--- config.mk ---
export PLATFORM = sky130hd
export DESIGN_NAME = atan2
export DESIGN_NICKNAME = d
export VERILOG_FILES = /design/src/rtl/atan2.sv
export SDC_FILE = /design/constraint.sdc
export NUM_CORES = 2
export LEC_CHECK = 0
export CORE_ASPECT_RATIO = 1.4
export CORE_UTILIZATION = 60
export CTS_CLUSTER_SIZE = 20
export DETAILED_ROUTE_END_ITERATION = 6
export GPL_TIMING_DRIVEN = 0
export PLACE_DENSITY = 0.79
export RECOVER_POWER = 100
export SYNTH_ARGS = -nofsm -noshare
export SYNTH_HDL_FRONTEND = slang
export SYNTH_SLANG_ARGS = --single-unit
--- constraint.sdc ---
create_clock -name clk -period 8.35 [get_ports clk]
set_input_delay 1.67 -clock clk [delete_from_list [all_inputs] [get_ports clk]]
set_output_delay 1.67 -clock clk [all_outputs]
set_load 0.1 [all_outputs]
--- src/rtl/atan2.sv ---
`default_nettype none
// ============================================================================
// Module   : atan2
// Purpose  : Iterative CORDIC in vectoring mode. Turns a fixed-point vector
//            (x, y) into its angle atan2(y, x) and its gain-compensated
//            magnitude sqrt(x^2 + y^2). The angle format matches the one the
//            sin/cos blocks consume (FRAC fractional bits, PI = 205887).
// Ports    : clk, rst         - clock, synchronous active-high reset
//            in_valid/in_ready - input handshake (ready only while idle)
//            x, y              - signed W-bit input vector
//            out_valid/out_ready - result handshake (held until accepted)
//            angle             - signed W-bit angle, range (-PI, PI]
//            mag               - signed W-bit magnitude, >= 0, saturating
// Revision : 1.0 - initial release
// ============================================================================
module atan2 #(
  parameter int W     = 32,
  parameter int FRAC  = 16,
  parameter int ITERS = 16
) (
  input  logic                clk,
  input  logic                rst,
  input  logic                in_valid,
  output logic                in_ready,
  input  logic signed [W-1:0] x,
  input  logic signed [W-1:0] y,
  output logic                out_valid,
  input  logic                out_ready,
  output logic signed [W-1:0] angle,
  output logic signed [W-1:0] mag
);

  // Two guard bits absorb the CORDIC gain (~1.647 * sqrt(2)) without overflow.
  localparam int IW   = W + 2;
  localparam int IDXW = (ITERS > 1) ? $clog2(ITERS) : 1;
  // Product width: IW-bit signed vector times an unsigned 17-bit gain constant.
  localparam int PW   = IW + 18;

  localparam logic signed [IW-1:0] C_HALF_PI = IW'(102944);
  localparam logic signed [PW-1:0] C_KINV    = PW'(39797);
  localparam logic signed [PW-1:0] C_MAG_MAX = {{(PW-W+1){1'b0}}, {(W-1){1'b1}}};
  localparam logic [IDXW-1:0]      C_LAST    = IDXW'(ITERS - 1);

  typedef enum logic [2:0] {
    S_IDLE   = 3'd0,
    S_PREROT = 3'd1,
    S_ITER   = 3'd2,
    S_SCALE  = 3'd3,
    S_DONE   = 3'd4
  } state_t;

  // round(atan(2^-i) * 2^16); the angle format is fixed at 16 fractional bits.
  function automatic int atan_q16(input int idx);
    case (idx)
      0:       return 51472;
      1:       return 30386;
      2:       return 16055;
      3:       return 8150;
      4:       return 4091;
      5:       return 2047;
      6:       return 1024;
      7:       return 512;
      8:       return 256;
      9:       return 128;
      10:      return 64;
      11:      return 32;
      12:      return 16;
      13:      return 8;
      14:      return 4;
      15:      return 2;
      default: return 0;
    endcase
  endfunction

  state_t                 state_q, state_d;
  logic signed [IW-1:0]   xr_q, xr_d;
  logic signed [IW-1:0]   yr_q, yr_d;
  logic signed [IW-1:0]   z_q, z_d;
  logic [IDXW-1:0]        iter_q, iter_d;
  logic                   zero_q, zero_d;
  logic signed [W-1:0]    angle_q, angle_d;
  logic signed [W-1:0]    mag_q, mag_d;

  logic signed [IW-1:0]   w_xsh;
  logic signed [IW-1:0]   w_ysh;
  logic signed [IW-1:0]   w_atan;
  logic signed [PW-1:0]   w_xr_ext;
  logic signed [PW-1:0]   w_prod;
  logic signed [PW-1:0]   w_scaled;
  logic signed [W-1:0]    w_mag_sat;

  // Micro-rotation operands, always from the pre-update xr/yr.
  assign w_xsh  = xr_q >>> iter_q;
  assign w_ysh  = yr_q >>> iter_q;
  assign w_atan = IW'(atan_q16(int'(iter_q)));

  // Gain compensation and saturation of the magnitude.
  assign w_xr_ext = {{(PW-IW){xr_q[IW-1]}}, xr_q};
  assign w_prod   = w_xr_ext * C_KINV;
  assign w_scaled = w_prod >>> FRAC;

  always_comb begin
    w_mag_sat = w_scaled[W-1:0];
    if (w_scaled[PW-1]) begin
      w_mag_sat = '0;
    end else if (w_scaled > C_MAG_MAX) begin
      w_mag_sat = C_MAG_MAX[W-1:0];
    end
  end

  always_ff @(posedge clk) begin
    if (rst) begin
      state_q <= S_IDLE;
      xr_q    <= '0;
      yr_q    <= '0;
      z_q     <= '0;
      iter_q  <= '0;
      zero_q  <= 1'b0;
      angle_q <= '0;
      mag_q   <= '0;
    end else begin
      state_q <= state_d;
      xr_q    <= xr_d;
      yr_q    <= yr_d;
      z_q     <= z_d;
      iter_q  <= iter_d;
      zero_q  <= zero_d;
      angle_q <= angle_d;
      mag_q   <= mag_d;
    end
  end

  always_comb begin
    state_d = state_q;
    xr_d    = xr_q;
    yr_d    = yr_q;
    z_d     = z_q;
    iter_d  = iter_q;
    zero_d  = zero_q;
    angle_d = angle_q;
    mag_d   = mag_q;

    case (state_q)
      S_IDLE: begin
        if (in_valid) begin
          xr_d    = {{2{x[W-1]}}, x};
          yr_d    = {{2{y[W-1]}}, y};
          // The origin has no defined direction; the iterations would
          // otherwise accumulate the whole ATAN table into z.
          zero_d  = (x == '0) && (y == '0);
          state_d = S_PREROT;
        end
      end

      S_PREROT: begin
        // Fold into the right half-plane so the iterations converge.
        if (!xr_q[IW-1]) begin
          z_d = '0;
        end else if (!yr_q[IW-1]) begin
          xr_d = yr_q;
          yr_d = -xr_q;
          z_d  = C_HALF_PI;
        end else begin
          xr_d = -yr_q;
          yr_d = xr_q;
          z_d  = -C_HALF_PI;
        end
        iter_d  = '0;
        state_d = S_ITER;
      end

      S_ITER: begin
        if (!yr_q[IW-1]) begin
          xr_d = xr_q + w_ysh;
          yr_d = yr_q - w_xsh;
          z_d  = z_q + w_atan;
        end else begin
          xr_d = xr_q - w_ysh;
          yr_d = yr_q + w_xsh;
          z_d  = z_q - w_atan;
        end
        if (iter_q == C_LAST) begin
          state_d = S_SCALE;
        end else begin
          iter_d = iter_q + IDXW'(1);
        end
      end

      S_SCALE: begin
        mag_d   = w_mag_sat;
        angle_d = zero_q ? '0 : z_q[W-1:0];
        state_d = S_DONE;
      end

      S_DONE: begin
        if (out_ready) begin
          state_d = S_IDLE;
        end
      end

      default: begin
        state_d = S_IDLE;
      end
    endcase
  end

  assign in_ready  = (state_q == S_IDLE) && !rst;
  assign out_valid = (state_q == S_DONE);
  assign angle     = angle_q;
  assign mag       = mag_q;

endmodule
`default_nettype wire

==> results.py <==
metrics = {
    "run_status": {
        "status": "complete, but fails checks",
        "failed_checks": "DRC",
    },
    "layout": {
        "seqCellArea_um2": 3790,
        "fillCellCount": 4234,
        "area_growth_pct": 9.25,
        "stdcell_area_um2": 33700,
        "multi_input_area_um2": 24400,
        "diodes": 0,
        "drive_above_1_share_pct": 5.59,
        "nets": 4514,
        "post-route-util_pct": 66.2,
    },
    "grt": {
        "grt_max_degree": 28,
        "grt_usage_pct": 45.8,
        "busiest_layer": "met2",
        "grt_use_met2_pct": 73.8,
        "antenna_found_initial": 2,
        "grt_pass1_wl_um": 178000,
        "met1_usage_pct": 53.2,
        "use_met3_pct": 9.93,
        "grt_pass1_vias": 29700,
        "gr-total-overflow": 0,
    },
    "critical_path": {
        "slowest_stage": "clkbuf_1",
        "cp_common_cell": "clkbuf_1",
        "start_kind": "register",
        "crit_family": "buffers and inverters",
        "rr_endpoint": "xr_q[26]$_SDFFE_PP0P_",
        "path_max_fanout": 10,
        "required_ns": 8.68,
        "path_class": "register to register",
        "critPathArrivalTime_ns": 8.40,
        "critPathBufInv": 7,
        "reg2reg_from": "iter_q[3]$_SDFFE_PP0N_",
        "crit_path_end_kind": "register",
        "rr_worst_depth": 26,
        "crit_path_max_incr_delay_ns": 0.59,
        "rrSetupSlack_ns": 0.29,
    },
    "clock_network": {
        "clkTransAtPathRegs_ns": 0.10,
        "cts_max_path_buffers": 2,
        "post-cts-setup-buffer-count": 0,
        "cts_hold_buf": 0,
        "numCtsBuffers": 17,
        "clk_latency_ns": 0.51,
        "clockRootBuffer": "clkbuf_16",
        "cts_tree": "built",
        "clock_sinks": 188,
        "htree_levels": 4,
    },
    "placement": {
        "hpwlAfterDp_um": 95600,
        "port_buffers": 132,
        "place_area_um2": 33000,
        "gp_routability_congestion": 1.05,
    },
    "die": {
        "start_util_pct": 60.6,
        "die_width_um": 194,
        "dieArea_um2": 52300,
        "io_pins": 134,
        "rows": 98,
        "core_um2": 50900,
        "die-height_um": 270,
    },
    "yosys": {
        "synth_fp_nets": 4364,
        "synthTopCellsByCount": "inv_1, ha_1, a21oi_1",
        "yosysUniqueCellTypes": 74,
        "postSynthCellCount": 3668,
        "synth-seq-area-share_pct": 12.2,
        "synth_area_leaders": "fa_1, ha_1, dfxtp_1, inv_1, mux4_2",
        "syn_avg_cell_area_um2": 8.41,
        "synthFlopType": "dfxtp_1",
        "yosys_warnings": 0,
        "yosysMostFrequentCell": "inv_1",
        "synth_edf_count": 0,
        "synth_seq_cells": 188,
        "synthArstFlopShare_pct": 0,
        "synth_top_area_cell": "fa_1",
        "yosysTopAreaCellShare_pct": 17.1,
        "syn_area_um2": 30800,
    },
    "timing": {
        "skew_ns": 0.0251,
        "rsz0062_at_grt": "no",
        "tightest_slew_ns": 1.38,
        "setup_viol": 0,
        "period_share_pct": 96.6,
        "hold_viol_final": 0,
        "maxSlewViolCount": 0,
        "relSlewSlack_pct": 6.95,
        "finalSetupTns_ns": 0,
        "max_freq_mhz": 124,
        "min_period_ns": 8.06,
        "timing.hold.ws_ns": 0.475,
    },
    "detailed_routing": {
        "dr.pass1.iters": 7,
        "drt-initial-drc-count": 3097,
        "vias": 29800,
        "avgRoutedWirePerCell_um": 26.7,
        "drc_errors": 6,
        "drt_wl_total_um": 120000,
        "ant_nets": 0,
        "viasPerCell": 6.65,
    },
    "worst_hold_path": {
        "whs_endpoint": "mag[31]$_SDFFE_PP0P_",
        "min_from": "mag[31]$_SDFFE_PP0P_",
        "holdPathStages": 1,
        "hold_path.class": "register to register",
    },
    "run": {
        "max_cap_violations": 0,
    },
}
## stage by stage
stage	setup slack [ns]	cells
floorplan	1.23	3668
global placement	-0.324	4450
detailed placement	-0.381	4451
CTS	0.0669	4483
global route	0.0244	4481
finish	0.285	4481
## cells by family after synthesis
group	synth area share [%]
AOI/OAI and AO/OA	19.3
xor gates and xnor gates	6.79
adders and majority gates	31.9
buffers and inverters	8.79
DFF	12.2
muxes	8.05
and+or+nand+nor	12.9
## worst reg2reg max path, cell delays in order (launching register included)
cell,delay (ns)
dfxtp_1,0.54
clkbuf_1,0.58
clkbuf_1,0.57
clkbuf_2,0.41
clkbuf_1,0.48
clkbuf_1,0.53
clkbuf_1,0.59
nand2_1,0.10
nand2_1,0.08
o21ai_0,0.21
ha_1,0.35
nand3_1,0.09
nor2_1,0.11
a21oi_1,0.19
xor2_1,0.27
ha_1,0.35
inv_1,0.10
o21bai_1,0.08
a21oi_1,0.14
o21ai_0,0.20
a211oi_1,0.35
o21ai_0,0.26
a311oi_1,0.49
nor2b_1,0.15
mux2i_1,0.17
a221oi_1,0.43
a211oi_1,0.09
## registers in the layout (all words and copies together), names as in the netlist
name     cells
yr_q        34
mag         32
iter_q       4
z_q         32
xr_q        34
angle       32
state_q      3
w_atan      16
zero_q       1
## area by class of cell
class / instances / area share [%]
clock inverter: 15 / 0.665
sequential: 188 / 11.2
clock buffer: 17 / 1.26
timing repair buffer: 133 / 3.95
multi-input combinational: 2766 / 72.4
buffer: 186 / 2.19
tap: 650 / 2.41
inverter: 526 / 5.86
## cells in the final DEF, fill, tap and decap left out, types with 39 or more instances in the layout
cell type        netlist  layout
a211oi_1              42      41
a21o_1                85      85
a21oi_1              320     319
a221oi_1              64      64
a31oi_1               47      47
clkbuf_1             148     152
clkdlybuf4s50_1        0      66
dfxtp_1              188     166
dlygate4sd3_1          0      66
fa_1                 264     264
ha_1                 364     364
inv_1                522     522
mux2i_1               40      40
mux4_2                81      81
nand2_1              220     220
nand3_1               39      39
nor2_1               254     253
nor3_1                72      72
o21ai_0              162     161
xnor2_1              170     170
xor2_1                69      69
## how the worst max path moves through the flow
stage	slack, ns	endpoint	depth (start not counted)	start
global route	0.02	mag[23]$_SDFFE_PP0P_	25	xr_q[5]$_SDFFE_PP0P_
finish	0.29	xr_q[26]$_SDFFE_PP0P_	26	iter_q[3]$_SDFFE_PP0N_
floorplan	1.23	mag[17]$_SDFFE_PP0P_	23	xr_q[33]$_SDFFE_PP0P_
detailed placement	-0.38	mag[28]$_SDFFE_PP0P_	25	xr_q[28]$_SDFFE_PP0P_
global placement	-0.32	mag[28]$_SDFFE_PP0P_	25	xr_q[28]$_SDFFE_PP0P_
CTS	0.07	mag[28]$_SDFFE_PP0P_	24	xr_q[32]$_SDFFE_PP0P_
## per-layer routing
metal	wire, µm	up-vias
met5	13	-
met4	11000	2
met3	12100	531
met2	53800	1862
met1	42800	14300
li1	-	13100
## repair_timing
item | in CTS | in global routing
endpoints found under the hold margin | 0 | 0
setup endpoints to repair | 31 | 48
resized for setup | 6 | 29
Power is left out: the tool's default activity adds up to more than one toggle a clock period on the data nets, which glitch-free logic cannot reach.
